File: config.mk
export PLATFORM = sky130hd
export DESIGN_NAME = pipeline_ctrl
export DESIGN_NICKNAME = d
export VERILOG_FILES = /design/src/rtl/pipeline_ctrl.sv
export SDC_FILE = /design/constraint.sdc
export NUM_CORES = 1
export LEC_CHECK = 0
export ABC_AREA = 1
export BUFFER_PORTS_ARGS = -buffer_cell sky130_fd_sc_hd__buf_2
export CORE_MARGIN = 2
export CORE_UTILIZATION = 50
export CTS_CLUSTER_SIZE = 20
export DETAILED_ROUTE_END_ITERATION = 6
export PLACE_DENSITY = 0.77
export REMOVE_ABC_BUFFERS = 1
export SLEW_MARGIN = 15
export SYNTH_ARGS = -nofsm -noshare
export SYNTH_HDL_FRONTEND = slang
export SYNTH_SLANG_ARGS = --single-unit
export TNS_END_PERCENT = 100
File: constraint.sdc
create_clock -name clk -period 1.74 [get_ports clk]
set_clock_uncertainty 0.05 [all_clocks]
set_input_delay 0.087 -clock clk [delete_from_list [all_inputs] [get_ports clk]]
set_output_delay 0.087 -clock clk [all_outputs]
set_load 0.01 [all_outputs]
File: src/rtl/pipeline_ctrl.sv
// pipeline_ctrl
//   Pipeline register controller for the 5-stage core. It turns taken-branch
//   flushes, load-use hazards and multi-cycle mul/div operations into
//   stall/flush enables for the PC, IF/ID, ID/EX and EX/MEM registers. It also
//   keeps two saturating performance counters.
//
// Ports:
//   clk, rst        : clock and synchronous active-high reset
//   flush           : taken branch/jump resolved in EX
//   mem_read_e      : EX instruction is a load
//   rd_e            : EX destination register
//   rs1_d, rs2_d    : ID source registers
//   muldiv_start_e  : multi-cycle mul/div valid in EX
//   muldiv_done     : mul/div result valid this cycle
//   stall_f/d/e     : hold PC, IF/ID, ID/EX
//   flush_d/e/m     : clear IF/ID, ID/EX, EX/MEM
//   md_abort        : one-cycle cancel pulse to the mul/div unit
//   md_timeout      : sticky timeout flag, cleared only by rst
//   stall_count     : saturating count of cycles with stall_f=1
//   flush_count     : saturating count of cycles with flush_d=1
module pipeline_ctrl #(
    parameter int MD_TIMEOUT = 64,
    parameter int CNT_W      = 32
) (
    input  logic             clk,
    input  logic             rst,
    input  logic             flush,
    input  logic             mem_read_e,
    input  logic [4:0]       rd_e,
    input  logic [4:0]       rs1_d,
    input  logic [4:0]       rs2_d,
    input  logic             muldiv_start_e,
    input  logic             muldiv_done,
    output logic             stall_f,
    output logic             stall_d,
    output logic             stall_e,
    output logic             flush_d,
    output logic             flush_e,
    output logic             flush_m,
    output logic             md_abort,
    output logic             md_timeout,
    output logic [CNT_W-1:0] stall_count,
    output logic [CNT_W-1:0] flush_count
);

    localparam int WC_W = $clog2(MD_TIMEOUT + 1);

    typedef enum logic {RUN, MD_WAIT} state_t;

    state_t          state, state_nxt;
    logic [WC_W-1:0] wait_cnt, wait_cnt_nxt;
    logic            lu;
    logic            abort_c;
    logic            timeout_hit;

    function automatic logic [CNT_W-1:0] sat_inc(input logic [CNT_W-1:0] v);
        return (&v) ? v : v + CNT_W'(1);
    endfunction

    assign lu = mem_read_e && (rd_e != 5'd0) && ((rd_e == rs1_d) || (rd_e == rs2_d));

    always_comb begin
        state_nxt    = state;
        wait_cnt_nxt = '0;
        stall_f      = 1'b0;
        stall_d      = 1'b0;
        stall_e      = 1'b0;
        flush_d      = 1'b0;
        flush_e      = 1'b0;
        flush_m      = 1'b0;
        abort_c      = 1'b0;
        timeout_hit  = 1'b0;
        case (state)
            RUN: begin
                if (flush) begin
                    flush_d = 1'b1;
                    flush_e = 1'b1;
                end else if (muldiv_start_e && !muldiv_done) begin
                    // Freeze the front end and feed a bubble into MEM while the
                    // mul/div op sits in EX.
                    stall_f      = 1'b1;
                    stall_d      = 1'b1;
                    stall_e      = 1'b1;
                    flush_m      = 1'b1;
                    state_nxt    = MD_WAIT;
                    wait_cnt_nxt = WC_W'(1);
                end else if (muldiv_start_e) begin
                    // Single-cycle result: nothing to do.
                end else if (lu) begin
                    stall_f = 1'b1;
                    stall_d = 1'b1;
                    flush_e = 1'b1;
                end
            end
            MD_WAIT: begin
                if (muldiv_done) begin
                    state_nxt = RUN;
                end else if (flush) begin
                    abort_c   = 1'b1;
                    flush_d   = 1'b1;
                    flush_e   = 1'b1;
                    state_nxt = RUN;
                end else if (wait_cnt == WC_W'(MD_TIMEOUT)) begin
                    // Give up on the op: cancel the unit and discard it from EX.
                    abort_c     = 1'b1;
                    flush_e     = 1'b1;
                    timeout_hit = 1'b1;
                    state_nxt   = RUN;
                end else begin
                    stall_f      = 1'b1;
                    stall_d      = 1'b1;
                    stall_e      = 1'b1;
                    flush_m      = 1'b1;
                    wait_cnt_nxt = wait_cnt + WC_W'(1);
                end
            end
            default: state_nxt = RUN;
        endcase
    end

    // The mul/div unit is reset alongside us, so a reset never needs a cancel.
    assign md_abort = abort_c && !rst;

    always_ff @(posedge clk) begin
        if (rst) begin
            state       <= RUN;
            wait_cnt    <= '0;
            md_timeout  <= 1'b0;
            stall_count <= '0;
            flush_count <= '0;
        end else begin
            state    <= state_nxt;
            wait_cnt <= wait_cnt_nxt;
            if (timeout_hit) md_timeout <= 1'b1;
            if (stall_f) stall_count <= sat_inc(stall_count);
            if (flush_d) flush_count <= sat_inc(flush_count);
        end
    end

endmodule

==> out/metrics.json <==
{
  "status": {"value": "finished, violations left"},
  "failed_checks": {"value": "setup timing"},
  "setup-violations-final": {"value": 66},
  "place_hpwl": {"value": 9.829, "unit": "mm"},
  "power.net_switching": {"value": 966.6, "unit": "µW"},
  "fillers": {"value": 546},
  "clock_power_share": {"value": 0.443},
  "ir_drop": {"value": 0.0003157, "unit": "V"},
  "final.setup.worst_slack": {"value": -193.1, "unit": "ps"},
  "die_width": {"value": 99.63, "unit": "µm"},
  "finalHoldViolations": {"value": 0},
  "crit_path_max_fanout": {"value": 5},
  "ff2ff_setup_slack": {"value": -190, "unit": "ps"},
  "floorplan.rows": {"value": 34},
  "synthCells": {"value": 723},
  "dpl_cell_area": {"value": 5542, "unit": "µm²"},
  "firstDrtPassIters": {"value": 5},
  "clock_pin_slew_on_the_worst_setup_and_hold_paths": {"value": 80, "unit": "ps"},
  "globalRoute.totalOverflow": {"value": 0},
  "finish.utilization": {"value": 0.7870},
  "worst_slew_pin_slew": {"value": 691.1, "unit": "ps"},
  "timing.critical_path.cells": {"value": "ha_4 > nand3_2 > nor2_2 > nand2_2 > nor2_4 > nand2_2 > nand2_4 > buf_12 > clkbuf_16 > o21ai_2 > nand2_1 > nor2_1"},
  "yosys_warnings": {"value": 0},
  "most_common_cell_on_crit_path": {"value": "nand2_2"},
  "synth.ff_latch_count": {"value": 73},
  "synth.avg_cell_area": {"value": 6.323, "unit": "µm²"},
  "number_of_ports_placed_on_the_die_boundary": {"value": 93},
  "pwr_density_cell": {"value": 553.6, "unit": "nW/µm²"},
  "synth_top_area_cell": {"value": "dfxtp_1"},
  "netlist.area_leader.share": {"value": 0.3196},
  "final.setup.tns": {"value": -6425, "unit": "ps"},
  "layout_cells_sized_above_1": {"value": 0.4387},
  "core-area": {"value": 8806, "unit": "µm²"},
  "category_of_the_worst_setup_path_launch_point": {"value": "register"},
  "async_reset_ff_frac": {"value": 0},
  "insertion_delay": {"value": 360, "unit": "ps"},
  "holdBufCountCts": {"value": 0},
  "finalNonFillerCells": {"value": 1013},
  "floorplan_die_area": {"value": 9925, "unit": "µm²"},
  "share_comb_of_total_power": {"value": 0.117},
  "grt_first_pass_wirelength": {"value": 23.18, "unit": "mm"},
  "synth_cell_types": {"value": 34},
  "postRouteWirelength": {"value": 17.61, "unit": "mm"},
  "area_growth_syn_to_layout": {"value": 51.59, "unit": "%"},
  "post-route-drc-count": {"value": 0},
  "numPlacedInstances": {"value": 963},
  "cp.required": {"value": 1930, "unit": "ps"},
  "initial_antenna_violation_count": {"value": 0},
  "synth.yosys.seq_area_share": {"value": 0.3196},
  "finish.instance_area": {"value": 6930, "unit": "µm²"},
  "net_switching_fraction_of_the_power": {"value": 0.2519},
  "final_nets": {"value": 925},
  "post-place-ws": {"value": -59.63, "unit": "ps"},
  "detailroute.via_count": {"value": 5885},
  "wl_per_cell": {"value": 17.38, "unit": "µm"},
  "final_hold_slack": {"value": 118.9, "unit": "ps"},
  "ant_nets": {"value": 0},
  "cts_tree": {"value": "done"},
  "peak_per_stage_delay_on_the_critical_path": {"value": 360, "unit": "ps"},
  "family_with_the_most_delay_on_the_worst_path": {"value": "simple AND/OR/NAND/NOR gates"},
  "fmax": {"value": 0.5173, "unit": "GHz"},
  "synth_cell_count_leaders": {"value": "nand2_1, nor2_1, dfxtp_1"},
  "cp.arrival": {"value": 2120, "unit": "ps"},
  "worstHoldPathType": {"value": "in2reg"},
  "fp.dieH": {"value": 99.63, "unit": "µm"},
  "first_global_vias": {"value": 5176},
  "crit_buf_inv": {"value": 2},
  "report.final.slew_viol_count": {"value": 0},
  "critical_path.endpoint_type": {"value": "register"},
  "relative_contribution_of_sequential_cells_to_total_power": {"value": 0.440},
  "port_buffers": {"value": 92},
  "synthFlopType": {"value": "dfxtp_1"},
  "start_util": {"value": 0.5192},
  "place.gp.congestion": {"value": 0.9361},
  "hold_path_depth": {"value": 4},
  "post_drt_via_cell_ratio": {"value": 5.809},
  "ys_top_cells_by_area": {"value": "dfxtp_1, nand2_1, nor2_1"},
  "internal-power": {"value": 2.870, "unit": "mW"},
  "final.period_utilization": {"value": 1.111},
  "post_synth_instance_area": {"value": 4572, "unit": "µm²"},
  "drtIter0Drc": {"value": 391},
  "synth_edf_count": {"value": 0},
  "design_power_total": {"value": 3.837, "unit": "mW"},
  "grt_start_max_net_pins": {"value": 42},
  "max-slew-margin-rel": {"value": 0.5393},
  "cp.depth": {"value": 12},
  "clockRootBuffer": {"value": "clkbuf_8"},
  "min_period": {"value": 1933, "unit": "ps"},
  "final-seq-area": {"value": 1494, "unit": "µm²"},
  "unrepaired_setup_endpoints_after_global_routing": {"value": "true"},
  "crit_type": {"value": "reg2reg"},
  "insertedDiodeCount": {"value": 0},
  "most_instantiated_library_cell_after_synthesis": {"value": "nand2_1"},
  "cts_num_sinks": {"value": 73},
  "multiInputGateArea": {"value": 3363, "unit": "µm²"},
  "numCtsBuffers": {"value": 9},
  "max-cap-violations": {"value": 0},
  "crit_slowest_cell": {"value": "dfxtp_2"},
  "r2r_cells": {"value": 12},
  "static_leakage": {"value": 3.009, "unit": "nW"},
  "global_route.usage.total": {"value": 0.2850},
  "h_tree_depth": {"value": 3},
  "clockBufferDepth": {"value": 2}
}
registers in the layout, summed over array words and instances (netlist names):
name         count
flush_count     32
stall_count     32
md_timeout       1
state            1
wait_cnt         7
worst min-delay path: cells and delay by family:
family	cells	cell delay (ps)
AOI/OAI and AO/OA	1	130
buffers and inverters	2	210
and+or+nand+nor	1	70
kinds of logic after synthesis:
| logic type | after synthesis | synth area share |
|---|---|---|
| compound gates | 72 | 0.08511 |
| xor+xnor | 33 | 0.06322 |
| fa+ha+maj | 4 | 0.01095 |
| buf+inv | 84 | 0.08621 |
| flops | 73 | 0.3196 |
| simple gates | 457 | 0.4349 |
repair_timing:
item,4_1_cts,5_1_grt
pin swaps,6,65
setup buffers,9,18
gates cloned,1,8
resized for setup,27,193
setup endpoints to repair,37,67
cell usage in the layout, fill, tap and decap left out, types with 11 or more instances in the layout:
| cell type | n |
|---|---|
| nand3_1 | 44 |
| buf_4 | 73 |
| xnor2_1 | 15 |
| nor2_4 | 11 |
| nand2_4 | 22 |
| dfxtp_1 | 47 |
| nand2_2 | 32 |
| inv_2 | 12 |
| a21oi_2 | 37 |
| nor2_2 | 15 |
| nand2_1 | 174 |
| nor2_1 | 100 |
| dfxtp_2 | 26 |
| nand3_2 | 12 |
| a21oi_1 | 17 |
| xor2_1 | 18 |
| buf_2 | 91 |
| nor3_1 | 16 |
| inv_1 | 47 |
layer usage:
layer / part of all wire / track usage / wire length [µm]
met5: 0 / 0 / 0
met4: 0.054 / 0.1222 / 949
met3: 0.082 / 0.04216 / 1446
met2: 0.50 / 0.4901 / 8761
met1: 0.37 / 0.3549 / 6454
final cells by class:
type,instances,share of cell area
tap,108,0.01950
multi-input combinational,566,0.4853
clock inverter,5,0.01480
inverter,60,0.03250
timing repair buffer,190,0.2120
sequential,73,0.2156
clock buffer,11,0.02040
power groups by stage:
stage / clock network (mW) / logic, mW / registers (mW)
floorplan: 0 / 0.109 / 1.73
global placement: 0 / 0.261 / 1.72
detailed placement: 0 / 0.272 / 1.72
CTS: 1.68 / 0.299 / 1.68
global route: 1.76 / 0.472 / 1.69
finish: 1.70 / 0.448 / 1.69
worst paths after layout:
check	start	to
setup / recovery	flush_count[1]$_SDFFE_PP0P_	flush_count[4]$_SDFFE_PP0P_
hold / removal	muldiv_start_e	wait_cnt[0]$_SDFF_PP0_
setup reg to reg	flush_count[1]$_SDFFE_PP0P_	flush_count[4]$_SDFFE_PP0P_
hold reg to reg	flush_count[9]$_SDFFE_PP0P_	flush_count[9]$_SDFFE_PP0P_
No activity file was read; power rests on OpenSTA's default activity.
